<file path="src/rtl/nvram_pkg.sv">
// Shared types and constants for the CMOS NVRAM arbiter.
package nvram_pkg;

  localparam int NVRAM_ADDR_W = 10;
  localparam int NVRAM_DATA_W = 4;
  localparam logic [3:0] UPLOAD_PAD = 4'hF;

  typedef enum logic [1:0] {
    IDLE,
    WR_PEND,
    RD_PEND,
    RD_CAP
  } nvram_state_e;

endpackage

</file>
<file path="src/rtl/nvram_arbiter.sv">
// Shares one external CMOS RAM port between the CPU (always wins) and HPS save/restore.
// Optional NVRAM_AUTOSAVE_EN adds a dirty flag tracking CPU writes since the last upload.
module nvram_arbiter
  import nvram_pkg::*;
#(
  parameter int ADDR_W = NVRAM_ADDR_W,
  parameter int DATA_W = NVRAM_DATA_W
) (
  input  logic              clk_sys,
  input  logic              reset_n,
  input  logic              cpu_cs,
  input  logic              cpu_we,
  input  logic [ADDR_W-1:0] cpu_addr,
  input  logic [DATA_W-1:0] cpu_din,
  output logic [DATA_W-1:0] cpu_dout,
  input  logic              ioctl_download,
  input  logic              ioctl_upload,
  input  logic              ioctl_wr,
  input  logic              ioctl_rd,
  input  logic [ADDR_W-1:0] ioctl_addr,
  input  logic [7:0]        ioctl_dout,
  output logic [7:0]        ioctl_din,
  output logic              ioctl_wait,
  output logic [ADDR_W-1:0] ram_addr,
  output logic [DATA_W-1:0] ram_d,
  output logic              ram_we,
  input  logic [DATA_W-1:0] ram_q,
`ifdef NVRAM_AUTOSAVE_EN
  output logic              dirty,
`endif
  output logic              overrun
);

  nvram_state_e      state, next_state;
  logic [ADDR_W-1:0] lat_addr;
  logic [DATA_W-1:0] lat_data;
  logic              cpu_rd_d;
  logic              wr_req, rd_req, both_flags, conflict;
  logic              capture_wr, capture_rd, hps_we, load_din, set_overrun;

  // Strobes count only inside their own session; both sessions at once is a protocol error.
  assign both_flags = ioctl_download & ioctl_upload;
  assign wr_req     = ioctl_download & ~ioctl_upload & ioctl_wr;
  assign rd_req     = ioctl_upload & ~ioctl_download & ioctl_rd;
  assign conflict   = (wr_req & ioctl_rd) | (rd_req & ioctl_wr);
  assign ioctl_wait = (state != IDLE);

  always_comb begin
    next_state  = state;
    capture_wr  = 1'b0;
    capture_rd  = 1'b0;
    hps_we      = 1'b0;
    load_din    = 1'b0;
    set_overrun = both_flags | conflict;
    unique case (state)
      IDLE: begin
        if (wr_req) begin
          capture_wr = 1'b1;
          next_state = WR_PEND;
        end else if (rd_req) begin
          capture_rd = 1'b1;
          next_state = RD_PEND;
        end
      end
      WR_PEND: begin
        set_overrun = set_overrun | wr_req | rd_req;
        if (!cpu_cs) begin
          hps_we     = 1'b1;
          next_state = IDLE;
        end
      end
      RD_PEND: begin
        set_overrun = set_overrun | wr_req | rd_req;
        if (!cpu_cs) next_state = RD_CAP;
      end
      RD_CAP: begin
        set_overrun = set_overrun | wr_req | rd_req;
        load_din    = 1'b1;
        next_state  = IDLE;
      end
      default: next_state = IDLE;
    endcase
  end

  always_comb begin
    ram_addr = lat_addr;
    ram_d    = lat_data;
    ram_we   = 1'b0;
    if (cpu_cs) begin
      ram_addr = cpu_addr;
      ram_d    = cpu_din;
      ram_we   = cpu_we & reset_n;
    end else if (hps_we) begin
      ram_we   = reset_n;
    end
  end

  always_ff @(posedge clk_sys or negedge reset_n) begin
    if (!reset_n) begin
      state     <= IDLE;
      lat_addr  <= '0;
      lat_data  <= '0;
      ioctl_din <= 8'hFF;
      cpu_dout  <= '0;
      cpu_rd_d  <= 1'b0;
      overrun   <= 1'b0;
    end else begin
      state    <= next_state;
      cpu_rd_d <= cpu_cs & ~cpu_we;
      if (capture_wr) begin
        lat_addr <= ioctl_addr;
        lat_data <= ioctl_dout[DATA_W-1:0];
      end else if (capture_rd) begin
        lat_addr <= ioctl_addr;
      end
      if (load_din) ioctl_din <= {UPLOAD_PAD, ram_q};
      if (cpu_rd_d) cpu_dout <= ram_q;
      if (set_overrun) overrun <= 1'b1;
    end
  end

`ifdef NVRAM_AUTOSAVE_EN
  logic upload_d;

  always_ff @(posedge clk_sys or negedge reset_n) begin
    if (!reset_n) begin
      upload_d <= 1'b0;
      dirty    <= 1'b0;
    end else begin
      upload_d <= ioctl_upload;
      if (cpu_cs && cpu_we) dirty <= 1'b1;
      else if (upload_d && !ioctl_upload) dirty <= 1'b0;
    end
  end
`endif

endmodule

</file>
<file path="config.mk">
export PLATFORM = sky130hd
export DESIGN_NAME = nvram_arbiter
export DESIGN_NICKNAME = d
export VERILOG_FILES = /design/src/rtl/nvram_pkg.sv /design/src/rtl/nvram_arbiter.sv
export SDC_FILE = /design/constraint.sdc
export NUM_CORES = 1
export LEC_CHECK = 0
export CAP_MARGIN = 5
export CORE_ASPECT_RATIO = 1.2
export CORE_MARGIN = 10
export CORE_UTILIZATION = 34
export CTS_BUF_LIST = sky130_fd_sc_hd__clkbuf_4 sky130_fd_sc_hd__clkbuf_8 sky130_fd_sc_hd__clkbuf_16
export CTS_CLUSTER_DIAMETER = 100
export DETAILED_ROUTE_END_ITERATION = 8
export PLACE_DENSITY = 0.86
export SETUP_SLACK_MARGIN = 0.1
export SYNTH_ARGS = -nofsm -noshare
export SYNTH_HDL_FRONTEND = slang
export SYNTH_SLANG_ARGS = --single-unit
</file>
<file path="constraint.sdc">
create_clock -name clk_sys -period 1.7 [get_ports clk_sys]
set_input_delay 0.255 -clock clk_sys [delete_from_list [all_inputs] [get_ports clk_sys]]
set_output_delay 0.255 -clock clk_sys [all_outputs]
set_load 0.01 [all_outputs]
</file>
==> results of run 1 <==
-- how the worst min path moves through the flow --
| stage | startpoint | to | slack (ns) | cells past startpoint |
|---|---|---|---|---|
| floorplan | reset_n | cpu_dout[0] | -0.04 | 0 |
| global placement | overrun | overrun | 0.45 | 2 |
| detailed placement | overrun | overrun | 0.48 | 2 |
| CTS | reset_n | cpu_rd_d | 0.39 | 2 |
| global route | reset_n | cpu_dout[0] | 0.41 | 2 |
| finish | reset_n | cpu_dout[1] | 0.38 | 2 |
-- area by class of cell --
cell class,instances,area [sq um]
tap,39,48.80
clock buffer,3,41.29
timing repair buffer,75,765.7
sequential,26,656.9
multi-input combinational,61,578.1
inverter,2,7.507
fill,303,1505
-- state kept, by name, summed over array words and instances (netlist names) --
register   count
overrun        1
state          2
cpu_rd_d       1
lat_addr      10
ioctl_din      4
cpu_dout       4
lat_data       4
-- cells in the mapped netlist (all sizes together) --
library cell / count / share of area
buf: 7 / 0.035
o41ai: 1 / 0.0070
clkbuf: 1 / 0.0030
dfrtp: 22 / 0.44
or2: 1 / 0.0050
dfstp: 4 / 0.083
a21oi: 3 / 0.012
nor3b: 2 / 0.012
a31oi: 1 / 0.0050
nand2b: 1 / 0.0050
nand2: 2 / 0.0060
a211oi: 1 / 0.016
nor2: 2 / 0.0060
nor3: 3 / 0.016
nor2b: 2 / 0.0099
or3: 1 / 0.0050
mux2: 36 / 0.32
conb: 1 / 0.0030
inv: 2 / 0.0060
and3b: 1 / 0.0070
-- logic make-up after synthesis --
family          Yosys count  share of synthesized area
mux                      36                     0.3217
flops                    26                     0.5204
simple gates             15                    0.07151
buf+inv                  10                    0.04369
compound gates            6                    0.03972
other cells               1                   0.002976
-- through the flow --
stage,area [sq um],setup TNS (ns),hold WS (ns),utilization
finish,2098,0,0.3845,0.5823
global route,2098,0,0.4083,0.5823
global placement,2009,-5.853,0.4543,0.5576
detailed placement,2009,-6.514,0.4762,0.5576
CTS,2086,0,0.3886,0.5788
floorplan,1281,0,-0.04059,-
-- layer usage --
layer | GRT usage | vias to the layer above | part of all wire
met3 | 0.03776 | 2 | 0.070
met1 | 0.1228 | 493 | 0.36
met5 | 0 | - | 0
met4 | 0.02030 | 0 | 0.0010
met2 | 0.2316 | 35 | 0.57
li1 | - | 471 | -
-- cell usage in the layout (no fill, tap or decap), drive strengths merged --
cell	instances
buf	10
o41ai	1
inv	2
nor3b	2
or2	1
dfstp	4
a31oi	1
a21oi	3
bufbuf	1
or3	1
nand2b	1
nor2	2
dfrtp	22
clkbuf	4
and3b	1
clkdlybuf4s15	5
dlygate4sd2	11
a211oi	1
nor3	3
nand2	2
mux2	36
clkdlybuf4s50	43
conb	4
dlymetal6s2s	4
nor2b	2
-- what timing repair did --
item | CTS | global route
setup endpoints to repair | 30 | 14
pin swaps | 0 | 0
gates resized for setup | 25 | 8
cloned | 1 | 0
setup buffers | 1 | 0
-- critical path, delay by kind of cell, from the launching register on --
family	cells	cell delay, ns
compound gates	1	0.22
buf+inv	1	0.17
flops	1	0.45
mux	1	0.33
simple gates	1	0.28
-- power by group through the flow --
stage | clock network [mW] | registers, mW | logic, mW
final | 0.331 | 1.04 | 1.11
after global routing | 0.361 | 1.08 | 1.21
after global placement | 0 | 1.04 | 1.14
after CTS | 0.345 | 1.05 | 1.15
after detailed placement | 0 | 1.06 | 1.18
after floorplan | 0 | 1.05 | 0.583
==> load_flow_metrics.sql, run 1 <==
INSERT INTO impl_metrics (metric_group, metric, value, unit) VALUES
('global_route', 'grt_first_pass_wirelength', '6106', 'um'),
('timing', 'clock-skew-final', '0.0007343', 'ns'),
('power_and_ir_drop', 'power_frac_clock', '0.133', ''),
('critical_path', 'timing.setup.critical_path_class', 'reg -> reg', ''),
('drt', 'drt-pass1-iter-count', '4', ''),
('clock_tree', 'cts_buffer_depth', '2', ''),
('die', 'die_outline_area', '6551', 'sq um'),
('synth', 'postSynthAreaPerCell', '13.40', 'sq um'),
('critical_path', 'cells_traversed_along_the_worst_timing_path', 'or2_4, a211oi_4, buf_12, mux2_2', ''),
('critical_path', 'critPathCaptureType', 'flip-flop', ''),
('power_and_ir_drop', 'seq_power_share', '0.419', ''),
('placement', 'post-place-cells', '201', ''),
('synth', 'syn_inst', '94', ''),
('critical_path', 'crit_path_start', 'state[1]', ''),
('critical_path', 'r2r-end', 'lat_addr[5]', ''),
('global_route', 'grt_util_all_layers', '0.1208', ''),
('critical_path', 'worstPathMaxFanout', '10', ''),
('drt', 'final_antenna_net_count', '0', ''),
('global_route', 'grt.overflow.total', '0', ''),
('global_route', 'grt_start_max_net_pins', '27', ''),
('critical_path', 'worstSetupEndpoint', 'lat_addr[5]', ''),
('synth', 'postSynthRegisterBits', '26', ''),
('timing', 'finalHoldViolCount', '0', ''),
('synth', 'yosys_warnings', '0', ''),
('timing', 'fmaxAchievable', '634.6', 'MHz'),
('worst_hold_path', 'hold_class', 'in -> async', ''),
('power_and_ir_drop', 'pd_cells', '1184', 'nW/um^2'),
('global_route', 'grt_antenna_before_repair', '0', ''),
('synth', 'ys_types', '23', ''),
('power_and_ir_drop', 'power_switching_share', '0.2923', ''),
('critical_path', 'worst_path_max_stage_delay', '0.45', 'ns'),
('critical_path', 'ff2ff_setup_slack', '0.12', 'ns'),
('timing', 'layout_min_cycle_time', '1.576', 'ns'),
('placement', 'post-dp-hpwl', '3084', 'um'),
('drt', 'via_count', '1001', ''),
('timing', 'period_share', '0.9269', ''),
('global_route', 'via_count_of_the_first_global_routing_pass', '1185', ''),
('drt', 'drt-initial-drc-count', '21', ''),
('drt', 'drt-total-wl', '3829', 'um'),
('die', 'die-height', '86.69', 'um'),
('critical_path', 'required', '1.85', 'ns'),
('final_layout', 'finalNetCount', '213', ''),
('clock_tree', 'tritoncts.num_buffers', '3', ''),
('final_layout', 'post_route_cells_drive_above_1_share', '0.3653', ''),
('critical_path', 'reg2reg_depth', '4', ''),
('die', 'std_cell_rows', '24', ''),
('run_status', 'run_status', 'finished clean', ''),
('die', 'die_x', '75.57', 'um'),
('die', 'io_pins', '73', ''),
('placement', 'dp_worst_setup_slack', '-0.3789', 'ns'),
('final_layout', 'areaGrowthSynthToFinish', '66.53', '%'),
('timing', 'max_slew_violations', '0', ''),
('final_layout', 'layout.cells.non_filler', '206', ''),
('clock_tree', 'cts.reportedPaths.clkPinSlew', '0.08', 'ns'),
('power_and_ir_drop', 'share_comb_of_total_power', '0.448', ''),
('timing', 'grt_setup_unrepaired', 'yes', ''),
('placement', 'finalWeightedCongestion', '0.6902', ''),
('power_and_ir_drop', 'peakVddDrop', '0.0005318', 'V'),
('clock_tree', 'clk-insertion-delay-late', '0.26', 'ns'),
('power_and_ir_drop', 'p_int', '1.758', 'mW'),
('drt', 'post-route-drc-count', '0', ''),
('die', 'initial_core_util', '0.3497', ''),
('final_layout', 'diodes', '0', ''),
('clock_tree', 'h-tree-depth', '1', ''),
('critical_path', 'critical_path.startpoint_type', 'flip-flop', ''),
('synth', 'summed_instance_area_of_the_synthesized_netlist', '1260', 'sq um'),
('flow_run', 'number_of_maximum_capacitance_constraint_violations', '0', ''),
('synth', 'seq_area_frac_synth', '0.5204', ''),
('power_and_ir_drop', 'finalPower', '2.484', 'mW'),
('critical_path', 'rr_startpoint', 'state[1]', ''),
('placement', 'place.port_buffers', '64', ''),
('timing', 'fin_ws', '0.1243', 'ns'),
('clock_tree', 'hold_buf_cts', '0', ''),
('drt', 'wl_per_cell', '18.59', 'um'),
('drt', 'avgViaCountPerCell', '4.859', ''),
('critical_path', 'timing.critical_path.arrival', '1.72', 'ns'),
('clock_tree', 'clock-sinks', '26', ''),
('timing', 'setup-violations-final', '0', ''),
('power_and_ir_drop', 'switching_power', '0.7260', 'mW'),
('clock_tree', 'cts_tree', 'done', ''),
('die', 'core_region_area', '3603', 'sq um'),
('power_and_ir_drop', 'power_leakage', '0.9273', 'nW'),
('critical_path', 'critPathSlowestCell', 'dfrtp_2', ''),
('clock_tree', 'cts.root.buffer_cell', 'clkbuf_8', '');
(Power assumes the default switching activity.)
==> inputs of run 2 (changes only) <==
--- a/config.mk
+++ b/config.mk
@@ -5,12 +5,13 @@
 export SDC_FILE = /design/constraint.sdc
 export NUM_CORES = 1
 export LEC_CHECK = 0
-export CAP_MARGIN = 5
+export CAP_MARGIN = 20
 export CORE_ASPECT_RATIO = 1.2
 export CORE_MARGIN = 10
 export CORE_UTILIZATION = 34
 export CTS_BUF_LIST = sky130_fd_sc_hd__clkbuf_4 sky130_fd_sc_hd__clkbuf_8 sky130_fd_sc_hd__clkbuf_16
 export CTS_CLUSTER_DIAMETER = 100
+export CTS_CLUSTER_SIZE = 8
 export DETAILED_ROUTE_END_ITERATION = 8
 export PLACE_DENSITY = 0.86
 export SETUP_SLACK_MARGIN = 0.1
==> constraint.sdc (replaced) <==
create_clock -name clk_sys -period 1.7 [get_ports clk_sys]
set_input_delay 0.255 -clock clk_sys [delete_from_list [all_inputs] [get_ports clk_sys]]
set_output_delay 0.255 -clock clk_sys [all_outputs]
set_load 0.05 [all_outputs]
==> load_flow_metrics.sql, run 2 (synthesis gave the netlist of run 1 again) <==
INSERT INTO impl_metrics (metric_group, metric, value, unit) VALUES
('final_layout', 'largest_register_ffs', '10', ''),
('final_layout', 'layout.cells.non_filler', '212', ''),
('placement', 'post-dp-hpwl', '3068', 'um'),
('die', 'io_pins', '73', ''),
('drt', 'drt-pass1-iter-count', '2', ''),
('power_and_ir_drop', 'pd_cells', '1547', 'nW/um^2'),
('die', 'die_x', '75.57', 'um'),
('clock_tree', 'clock-sinks', '26', ''),
('critical_path', 'critical_path.n_buffers_inverters', '2', ''),
('clock_tree', 'clk-insertion-delay-late', '0.26', 'ns'),
('final_layout', 'finish.instance_area', '2111', 'sq um'),
('final_layout', 'finalNetCount', '218', ''),
('flow_run', 'number_of_maximum_capacitance_constraint_violations', '0', ''),
('drt', 'post-route-drc-count', '0', ''),
('global_route', 'grt.overflow.total', '0', ''),
('clock_tree', 'tritoncts.num_buffers', '3', ''),
('die', 'die_outline_area', '6551', 'sq um'),
('die', 'die-height', '86.69', 'um'),
('final_layout', 'regMostFlops', 'lat_addr', ''),
('clock_tree', 'cts.root.buffer_cell', 'clkbuf_8', ''),
('drt', 'wl_per_cell', '18.12', 'um'),
('clock_tree', 'h-tree-depth', '1', ''),
('placement', 'dp_worst_setup_slack', '-0.1240', 'ns'),
('critical_path', 'timing.setup.critical_path_class', 'reg -> out', ''),
('timing', 'max_slew_violations', '0', ''),
('critical_path', 'worstPathMaxFanout', '4', ''),
('final_layout', 'areaGrowthSynthToFinish', '67.53', '%'),
('drt', 'drt-initial-drc-count', '44', ''),
('clock_tree', 'cts.reportedPaths.clkPinSlew', '0.08', 'ns'),
('global_route', 'grt_util_all_layers', '0.1173', ''),
('critical_path', 'cells_traversed_along_the_worst_timing_path', 'buf_6, nor3b_2, a21oi_2, nor2b_2, buf_12', ''),
('final_layout', 'diodes', '0', ''),
('critical_path', 'critPathCaptureType', 'output pin', ''),
('global_route', 'grt_start_max_net_pins', '27', ''),
('timing', 'layout_min_cycle_time', '1.583', 'ns'),
('placement', 'place.port_buffers', '64', ''),
('global_route', 'grt_first_pass_wirelength', '6023', 'um'),
('timing', 'fmaxAchievable', '631.8', 'MHz'),
('critical_path', 'critical_path.startpoint_type', 'flip-flop', ''),
('drt', 'final_antenna_net_count', '0', ''),
('run_status', 'run_status', 'finished clean', ''),
('clock_tree', 'cts_buffer_depth', '2', ''),
('die', 'std_cell_rows', '24', ''),
('power_and_ir_drop', 'power_leakage', '0.9304', 'nW'),
('placement', 'finalWeightedCongestion', '0.7729', ''),
('final_layout', 'layout.cells.most_common_list', 'clkdlybuf4s50_1, mux2_2, buf_4, dfrtp_1', ''),
('drt', 'via_count', '1026', ''),
('final_layout', 'final_core_utilization', '0.5858', ''),
('timing', 'fin_ws', '0.1173', 'ns'),
('clock_tree', 'hold_buf_cts', '0', ''),
('timing', 'setup-violations-final', '0', ''),
('timing', 'holdWs', '0.3839', 'ns'),
('placement', 'post-place-cells', '204', ''),
('timing', 'clock-skew-final', '0.003028', 'ns'),
('clock_tree', 'cts_tree', 'done', ''),
('worst_hold_path', 'hold_class', 'in -> async', ''),
('final_layout', 'most_frequent_standard_cell_in_the_layout_excluding_fill_and_tap_cells', 'clkdlybuf4s50_1', ''),
('placement', 'detailed_place.area', '1993', 'sq um'),
('die', 'core_region_area', '3603', 'sq um'),
('final_layout', 'post_route_cells_drive_above_1_share', '0.5260', ''),
('die', 'initial_core_util', '0.3497', ''),
('critical_path', 'worst_path_max_stage_delay', '0.40', 'ns'),
('drt', 'avgViaCountPerCell', '4.840', ''),
('drt', 'drt-total-wl', '3841', 'um'),
('global_route', 'via_count_of_the_first_global_routing_pass', '1164', ''),
('global_route', 'grt_antenna_before_repair', '0', ''),
('timing', 'finalHoldViolCount', '0', ''),
('critical_path', 'timing.critical_path.max_delay_family', 'flip-flops', ''),
('power_and_ir_drop', 'peakVddDrop', '0.0005736', 'V'),
('timing', 'grt_setup_unrepaired', 'yes', ''),
('critical_path', 'timing.critical_path.arrival', '1.33', 'ns'),
('critical_path', 'critPathSlowestCell', 'dfrtp_1', ''),
('critical_path', 'required', '1.44', 'ns'),
('timing', 'period_share', '0.9310', '');
[run 2: cell types whose count changed in the layout (fill, tap and decap cells not counted), sizes merged]
cell / change
buf: +30
dlygate4sd2: -11
clkdlybuf4s15: -5
clkdlybuf4s50: -5
dlymetal6s2s: -4
clkbuf: +1
[run 2: per-layer routing]
metal | global-route usage | vias up | share of wire
li1 | - | 485 | -
met4 | 0.03046 | 0 | 0.0083
met1 | 0.1280 | 496 | 0.38
met2 | 0.2146 | 41 | 0.54
met3 | 0.02975 | 4 | 0.070
met5 | 0 | - | 0
[run 2: worst register-to-register path, cell delays in order, from the launching register on]
cell	delay [ns]
dfrtp_1	0.39
or2_1	0.29
a211oi_4	0.23
buf_12	0.17
mux2_2	0.33
[run 2: per-stage QoR]
step | total power [mW] | TNS (ns)
after floorplan | 2.222 | -0.07175
after global placement | 2.787 | -0.9725
after detailed placement | 2.857 | -1.520
after CTS | 3.271 | 0
after global routing | 3.434 | 0
final | 3.265 | 0
[run 2: final cells by class]
type / count / area [sq um]
Tap cell: 39 / 48.80
Timing Repair Buffer: 80 / 772.0
Fill cell: 314 / 1493
Clock buffer: 4 / 55.05
Multi-Input combinational cell: 61 / 571.8
Sequential cell: 26 / 655.6
Inverter: 2 / 7.507
[run 2: where the power goes]
group | internal, mW | total, mW | switching, mW
Sequential | 0.906 | 1.03 | 0.129
Combinational | 0.800 | 1.84 | 1.04
Clock | 0.207 | 0.391 | 0.184
[run 2: worst paths after layout]
path / startpoint / cells after the start / slack (ns) / end
worst max-delay path: state[1] / 5 / 0.12 / ram_we
worst min-delay path: reset_n / 2 / 0.38 / cpu_dout[2]
worst max register to register: state[0] / 4 / 0.18 / lat_addr[8]
worst min register to register: overrun / 2 / 0.50 / overrun
max in group asynchronous: reset_n / 2 / 1.02 / ioctl_din[2]
min in group clk_sys: overrun / 2 / 0.50 / overrun
[run 2: timing repair]
| action | in CTS | in global routing |
|---|---|---|
| gates cloned | 1 | 0 |
| buffers inserted | 1 | 2 |
| endpoints found under the hold margin | 0 | 0 |
| pin swaps | 0 | 2 |
| endpoints found under the setup margin | 15 | 16 |
| resized for setup | 3 | 3 |
